### config.mk
export PLATFORM = sky130hd
export DESIGN_NAME = cruise_cmd_arbiter_flat
export DESIGN_NICKNAME = d
export VERILOG_FILES = /design/src/rtl/cruise_pkg.sv /design/src/rtl/cruise_cmd_arbiter_if.sv /design/src/rtl/btn_edge.sv /design/src/rtl/cruise_cmd_arbiter.sv /design/src/flat_wrapper.sv
export SDC_FILE = /design/constraint.sdc
export NUM_CORES = 1
export LEC_CHECK = 0
export CELL_PAD_IN_SITES_DETAIL_PLACEMENT = 2
export CELL_PAD_IN_SITES_GLOBAL_PLACEMENT = 2
export CORE_MARGIN = 2
export CORE_UTILIZATION = 30
export CTS_CLUSTER_DIAMETER = 100
export DETAILED_ROUTE_END_ITERATION = 10
export PLACE_DENSITY = 0.81
export SYNTH_ARGS = -nofsm -noshare
export SYNTH_HDL_FRONTEND = slang
export SYNTH_SLANG_ARGS = --single-unit
export TNS_END_PERCENT = 10
### constraint.sdc
create_clock -name clk -period 2.08 [get_ports clk]
set_clock_uncertainty 0.05 [all_clocks]
set_input_delay 0.624 -clock clk [delete_from_list [all_inputs] [get_ports clk]]
set_output_delay 0.624 -clock clk [all_outputs]
set_load 0.005 [all_outputs]
### src/rtl/cruise_pkg.sv
// Shared types and constants for the cruise command front end and the cruise controller.
package cruise_pkg;

  localparam int unsigned SPD_W = 8;

  typedef enum logic [1:0] {
    ARB_IDLE   = 2'd0,
    ARB_HOLD   = 2'd1,
    ARB_REPEAT = 2'd2,
    ARB_LOCK   = 2'd3
  } arb_state_e;

  typedef enum logic {
    DIR_ACCEL = 1'b0,
    DIR_COAST = 1'b1
  } dir_e;

  // Raw control levels as seen by the edge detector.
  typedef struct packed {
    logic brake;
    logic cancel;
    logic set;
    logic resume;
    logic accel;
    logic coast;
  } btn_vec_t;

  localparam int unsigned BTN_W = $bits(btn_vec_t);

  // Command pulses, most significant field has the highest priority.
  typedef struct packed {
    logic cancel;
    logic set;
    logic resume;
    logic accel;
    logic coast;
  } cmd_t;

  function automatic cmd_t arb_pick(input cmd_t req);
    cmd_t g;
    g = '0;
    if (req.cancel)      g.cancel = 1'b1;
    else if (req.set)    g.set    = 1'b1;
    else if (req.resume) g.resume = 1'b1;
    else if (req.accel)  g.accel  = 1'b1;
    else if (req.coast)  g.coast  = 1'b1;
    return g;
  endfunction

endpackage

### src/rtl/cruise_cmd_arbiter_if.sv
// Driver-control inputs and cruise-controller command outputs of the arbiter.
interface cruise_cmd_arbiter_if;

  logic btn_set;
  logic btn_accel;
  logic btn_coast;
  logic btn_cancel;
  logic btn_resume;
  logic pedal_brake;
  logic cruisecontrol;

  logic set;
  logic accel;
  logic coast;
  logic cancel;
  logic resume;
  logic brake;
  logic conflict;

  modport master (
    output btn_set, btn_accel, btn_coast, btn_cancel, btn_resume, pedal_brake, cruisecontrol,
    input  set, accel, coast, cancel, resume, brake, conflict
  );

  modport slave (
    input  btn_set, btn_accel, btn_coast, btn_cancel, btn_resume, pedal_brake, cruisecontrol,
    output set, accel, coast, cancel, resume, brake, conflict
  );

endinterface

### src/rtl/btn_edge.sv
// Previous-level register and rising-edge vector for a bundle of raw levels.
module btn_edge #(
  parameter int unsigned W = 6
) (
  input  logic         clk,
  input  logic         reset,
  input  logic [W-1:0] din,
  output logic [W-1:0] rise_c
);

  logic [W-1:0] prev;

  // Clearing prev on reset makes a level held across reset read as a fresh press.
  always_ff @(posedge clk) begin
    if (reset) prev <= '0;
    else       prev <= din;
  end

  assign rise_c = din & ~prev;

endmodule

### src/rtl/cruise_cmd_arbiter.sv
// Turns driver button levels into prioritised single-cycle commands for the cruise controller,
// with accel/coast auto-repeat and a lockout window after brake or cancel.
module cruise_cmd_arbiter
  import cruise_pkg::*;
#(
  parameter int unsigned REPEAT_DLY = 8,
  parameter int unsigned REPEAT_PER = 4,
  parameter int unsigned LOCKOUT    = 3
) (
  input  logic                 clk,
  input  logic                 reset,
  cruise_cmd_arbiter_if.slave  bus
);

  btn_vec_t         rise;
  arb_state_e       state, state_n;
  dir_e             dir, dir_n;
  logic [SPD_W-1:0] cnt, cnt_n;
  cmd_t             req, cmd_d;
  logic             dir_btn, opp_btn, hold_break, hold_fire, suppress, lock_entry;

  btn_edge #(.W(BTN_W)) u_edge (
    .clk    (clk),
    .reset  (reset),
    .din    ({bus.pedal_brake, bus.btn_cancel, bus.btn_set,
              bus.btn_resume, bus.btn_accel, bus.btn_coast}),
    .rise_c (rise)
  );

  always_ff @(posedge clk) begin
    if (reset) begin
      state <= ARB_IDLE;
      cnt   <= '0;
      dir   <= DIR_ACCEL;
    end else begin
      state <= state_n;
      cnt   <= cnt_n;
      dir   <= dir_n;
    end
  end

  always_comb begin
    state_n = state;
    cnt_n   = cnt;
    dir_n   = dir;
    req     = '0;
    cmd_d   = '0;

    dir_btn    = (dir == DIR_COAST) ? bus.btn_coast : bus.btn_accel;
    opp_btn    = (dir == DIR_COAST) ? bus.btn_accel : bus.btn_coast;
    hold_break = !dir_btn || opp_btn;
    hold_fire  = ((state == ARB_HOLD) || (state == ARB_REPEAT)) && !hold_break && (cnt == '0);
    suppress   = (state == ARB_LOCK) || bus.pedal_brake;

    // Mode gating and lockout suppression are applied before arbitration, so gated requests vanish.
    req.cancel = rise.cancel && bus.cruisecontrol;
    req.set    = rise.set && !suppress;
    req.resume = rise.resume && !bus.cruisecontrol && !suppress;
    req.accel  = bus.cruisecontrol && !suppress &&
                 (((state == ARB_IDLE) && rise.accel && !bus.btn_coast) ||
                  (hold_fire && (dir == DIR_ACCEL)));
    req.coast  = bus.cruisecontrol && !suppress &&
                 (((state == ARB_IDLE) && rise.coast && !bus.btn_accel) ||
                  (hold_fire && (dir == DIR_COAST)));

    if (!bus.pedal_brake) cmd_d = arb_pick(req);

    lock_entry = rise.brake || cmd_d.cancel;

    // Hold/repeat timing runs whether or not its pulse won arbitration.
    if (lock_entry) begin
      state_n = ARB_LOCK;
      cnt_n   = SPD_W'(LOCKOUT - 1);
    end else begin
      unique case (state)
        ARB_IDLE: begin
          if (cmd_d.accel || cmd_d.coast) begin
            state_n = ARB_HOLD;
            cnt_n   = SPD_W'(REPEAT_DLY - 1);
            dir_n   = cmd_d.coast ? DIR_COAST : DIR_ACCEL;
          end
        end
        ARB_HOLD, ARB_REPEAT: begin
          if (hold_break) begin
            state_n = ARB_IDLE;
          end else if (cnt == '0) begin
            state_n = ARB_REPEAT;
            cnt_n   = SPD_W'(REPEAT_PER - 1);
          end else begin
            cnt_n = cnt - SPD_W'(1);
          end
        end
        ARB_LOCK: begin
          if (cnt != '0)             cnt_n   = cnt - SPD_W'(1);
          else if (!bus.pedal_brake) state_n = ARB_IDLE;
        end
        default: state_n = ARB_IDLE;
      endcase
    end
  end

  always_ff @(posedge clk) begin
    if (reset) begin
      bus.set      <= 1'b0;
      bus.accel    <= 1'b0;
      bus.coast    <= 1'b0;
      bus.cancel   <= 1'b0;
      bus.resume   <= 1'b0;
      bus.brake    <= 1'b0;
      bus.conflict <= 1'b0;
    end else begin
      bus.set      <= cmd_d.set;
      bus.accel    <= cmd_d.accel;
      bus.coast    <= cmd_d.coast;
      bus.cancel   <= cmd_d.cancel;
      bus.resume   <= cmd_d.resume;
      bus.brake    <= bus.pedal_brake;
      bus.conflict <= bus.btn_accel && bus.btn_coast;
    end
  end

endmodule

### src/flat_wrapper.sv
// flat-port wrapper written by rule: the top's interface ports become plain ports
module cruise_cmd_arbiter_flat import cruise_pkg::*;
#(
  parameter int unsigned REPEAT_DLY = 8,
  parameter int unsigned REPEAT_PER = 4,
  parameter int unsigned LOCKOUT    = 3
)
  (clk, reset, bus_btn_set, bus_btn_accel, bus_btn_coast, bus_btn_cancel, bus_btn_resume, bus_pedal_brake, bus_cruisecontrol, bus_set, bus_accel, bus_coast, bus_cancel, bus_resume, bus_brake, bus_conflict);
  cruise_cmd_arbiter_if bus_i ();
  input  logic clk;
  input  logic reset;
  input wire logic [$bits(bus_i.btn_set)-1:0] bus_btn_set;
  input wire logic [$bits(bus_i.btn_accel)-1:0] bus_btn_accel;
  input wire logic [$bits(bus_i.btn_coast)-1:0] bus_btn_coast;
  input wire logic [$bits(bus_i.btn_cancel)-1:0] bus_btn_cancel;
  input wire logic [$bits(bus_i.btn_resume)-1:0] bus_btn_resume;
  input wire logic [$bits(bus_i.pedal_brake)-1:0] bus_pedal_brake;
  input wire logic [$bits(bus_i.cruisecontrol)-1:0] bus_cruisecontrol;
  output wire logic [$bits(bus_i.set)-1:0] bus_set;
  output wire logic [$bits(bus_i.accel)-1:0] bus_accel;
  output wire logic [$bits(bus_i.coast)-1:0] bus_coast;
  output wire logic [$bits(bus_i.cancel)-1:0] bus_cancel;
  output wire logic [$bits(bus_i.resume)-1:0] bus_resume;
  output wire logic [$bits(bus_i.brake)-1:0] bus_brake;
  output wire logic [$bits(bus_i.conflict)-1:0] bus_conflict;
  assign bus_i.btn_set = bus_btn_set;
  assign bus_i.btn_accel = bus_btn_accel;
  assign bus_i.btn_coast = bus_btn_coast;
  assign bus_i.btn_cancel = bus_btn_cancel;
  assign bus_i.btn_resume = bus_btn_resume;
  assign bus_i.pedal_brake = bus_pedal_brake;
  assign bus_i.cruisecontrol = bus_cruisecontrol;
  assign bus_set = bus_i.set;
  assign bus_accel = bus_i.accel;
  assign bus_coast = bus_i.coast;
  assign bus_cancel = bus_i.cancel;
  assign bus_resume = bus_i.resume;
  assign bus_brake = bus_i.brake;
  assign bus_conflict = bus_i.conflict;
  cruise_cmd_arbiter #(.REPEAT_DLY(REPEAT_DLY), .REPEAT_PER(REPEAT_PER), .LOCKOUT(LOCKOUT)) u_core (.clk(clk), .reset(reset), .bus(bus_i));
endmodule
==> metrics.yaml <==
outcome: "finished, violations left"
failed_checks: "negative setup slack"
start_kind: "flop"
power_density_nw_per_um2: 721
hold_path_depth: 2
cp_top_family: "compound AO/OA/AOI/OAI gates"
clk_pin_slew_worst_paths_ns: 0.10
insertion_delay_ns: 0.28
p_leak_nw: 0.815
area_delta_synth_final_pct: 54.4
htree_levels: 1
layout.nets: 210
synth_edf_count: 0
setup_violations: 6
ant_nets: 0
critPathKind: "reg2reg"
crit_chain: "inv_2 -> ha_4 -> or4b_4 -> o21ai_4 -> a21oi_4 -> a211o_1 -> a32o_2"
grt_pass1_wl_microns: 9250
final_common_cell: "buf_4"
initial_core_util: 0.315
maxSlewHeadroom: 0.749
cp_num_buf_inv: 1
synth-simple-area-share: 0.284
cts_hold_buf: 0
clock-sinks: 23
vdd_drop_max_mv: 0.286
yosysSeqAreaShare: 0.360
cts_tree: "built"
drive_above_1_share: 0.421
routed-via-count: 1500
fin_util: 0.486
synth.mux.area_fraction: 0.0167
synth_compound_area_frac: 0.237
syn-num-nets: 154
die-area_sq_um: 4800
holdPathEnd: "u_core.bus.resume"
worstHoldPathType: "reg2reg"
critPathArrivalTime_ns: 2.29
rsz0062_at_grt: "true"
core_area_sq_um: 4060
worstMarginPinSlew_ns: 0.375
gr-total-overflow: 0
synthAdderAreaFrac: 0.0490
fmax_mhz: 463
end_kind: "flop"
finalCriticalPeriod_ns: 2.16
worstHoldStart: "u_core.u_edge.prev[2]"
dp_hpwl_microns: 3490
multi_input_area_sq_um: 918
async_flop_share: 0
syn_inst: 140
drc: 0
n_antenna_cell: 0
syn_area_sq_um: 1280
viasPerCell: 6.12
fp.dieW_microns: 69.3
first_iter_violations: 110
final_cell_mix: "buf_4 (37), dfxtp_1 (19), clkdlybuf4s50_1 (11)"
routed_wl_microns: 6100
cp_max_fo: 6
cts_made_buffers: 3
reg2reg_to: "u_core.cnt[6]"
ys_warn_count: 0
cp.required_ns: 2.21
cts_max_path_buffers: 2
tns_ns: -0.219
fill_cells: 411
yosys_register_bits: 23
cpPeakStageDelay_ns: 0.52
reg2reg_slack_ns: -0.08
p_total_w: 0.00142
crit_path_top_delay_cell: "or4b_4"
drv_slew: 0
r2r_start: "u_core.cnt[1]"
first_global_vias: 1617
cts-root-buf: "clkbuf_8"
synthFlopType: "dfxtp_1"
seq_area_sq_um: 465
period_share: 1.04
num_rows: 23
fin_ws_ns: -0.0801
drtPass1Iterations: 4
ios: 16
grt_start_max_net_pins: 13
finalHoldViolations: 0
antenna_found_initial: 0
synth_cell_types: 49
ff2ff_path_depth: 7
syn_avg_cell_area_sq_um: 9.12
synth_top_family_by_area: "simple AND/OR/NAND/NOR gates"
die_h_microns: 69.3
gp_congestion: 0.859
wl_per_cell_microns: 24.9
placed_cells: 234
final_cells: 245
grt_use_total: 0.251
cap_violations: 0
portBuffers: 15
synthXorXnorAreaFrac: 0
==> sequential cells by signal (all words and copies together) (netlist names) <==
signal	cells
u_core.bus.conflict	1
u_core.state	2
u_core.u_edge.prev	5
u_core.bus.set	1
u_core.bus.resume	1
u_core.bus.brake	1
u_core.cnt	8
u_core.bus.cancel	1
u_core.bus.accel	1
u_core.bus.coast	1
u_core.dir	1
==> stage by stage <==
stage,area (sq um),setup WS (ns),hold slack (ns)
floorplan,1280,0.0137,0.422
global placement,1710,-0.522,0.432
detailed placement,1710,-0.690,0.475
CTS,1900,-0.00281,0.525
global route,1970,-0.139,0.579
finish,1970,-0.0801,0.539
==> area by class of cell <==
| type | instances | share of cell area |
|---|---|---|
| flip-flops and latches | 23 | 0.236 |
| multi-input cells | 105 | 0.466 |
| inverters | 10 | 0.0190 |
| well taps | 50 | 0.0317 |
| clock buffers | 4 | 0.0228 |
| repair buffers | 53 | 0.225 |
==> synthesized netlist by cell type (2+ instances only) <==
| library cell | count | area share |
|---|---|---|
| clkbuf_1 | 2 | 0.0059 |
| a211oi_1 | 2 | 0.012 |
| o21ai_0 | 5 | 0.020 |
| and2_1 | 2 | 0.0098 |
| a31oi_1 | 5 | 0.024 |
| nand2b_1 | 2 | 0.0098 |
| nor2_1 | 5 | 0.015 |
| ha_1 | 5 | 0.049 |
| a22oi_1 | 2 | 0.012 |
| nand2_1 | 9 | 0.026 |
| or3_1 | 3 | 0.015 |
| nor3b_1 | 3 | 0.018 |
| a211o_1 | 4 | 0.027 |
| dfxtp_1 | 23 | 0.36 |
| buf_6 | 2 | 0.018 |
| nor2b_1 | 7 | 0.034 |
| and4b_1 | 2 | 0.016 |
| inv_1 | 10 | 0.029 |
| a21oi_1 | 5 | 0.020 |
| a32o_1 | 5 | 0.039 |
| nor3_1 | 8 | 0.031 |
| nor4_1 | 2 | 0.0098 |
==> tightest hold or removal path, cell delays in order (launching register included) <==
cell and delay, ns:
dfxtp_1 0.32, nor2_1 0.04, and4_1 0.19
==> logic make-up after synthesis <==
logic type / Yosys count
fa+ha+maj: 5
mux: 2
buf+inv: 14
flops: 23
simple gates: 57
compound gates: 39
==> how the worst max path moves through the flow <==
stage / startpoint / slack [ns] / end / depth (start not counted)
floorplan: u_core.state[0] / 0.01 / u_core.cnt[5] / 8
global placement: bus_btn_accel / -0.52 / u_core.cnt[3] / 6
detailed placement: bus_btn_accel / -0.69 / u_core.cnt[5] / 6
CTS: u_core.cnt[0] / -0.003 / u_core.cnt[5] / 7
global route: u_core.cnt[1] / -0.14 / u_core.cnt[6] / 7
finish: u_core.cnt[1] / -0.08 / u_core.cnt[6] / 7
==> power by group <==
group | internal (W) | switching [W]
sequential | 0.000464 | 0.0000163
combinational | 0.000293 | 0.000347
clock | 0.000138 | 0.000163
total | 0.000894 | 0.000526
==> metal layers <==
metal	GRT usage	vias up	routed length [microns]
met1	0.300	762	2400
met2	0.435	64	3100
met3	0.0436	19	321
li1	-	655	-
met4	0.115	0	269
met5	0	-	0
==> timing repair <==
action,CTS,global route
setup buffers,3,2
gates cloned,2,0
pin swaps,5,4
resized for setup,32,13
endpoints found under the hold margin,0,0
setup endpoints to repair,12,11
No activity file was read; power rests on OpenSTA's default activity.
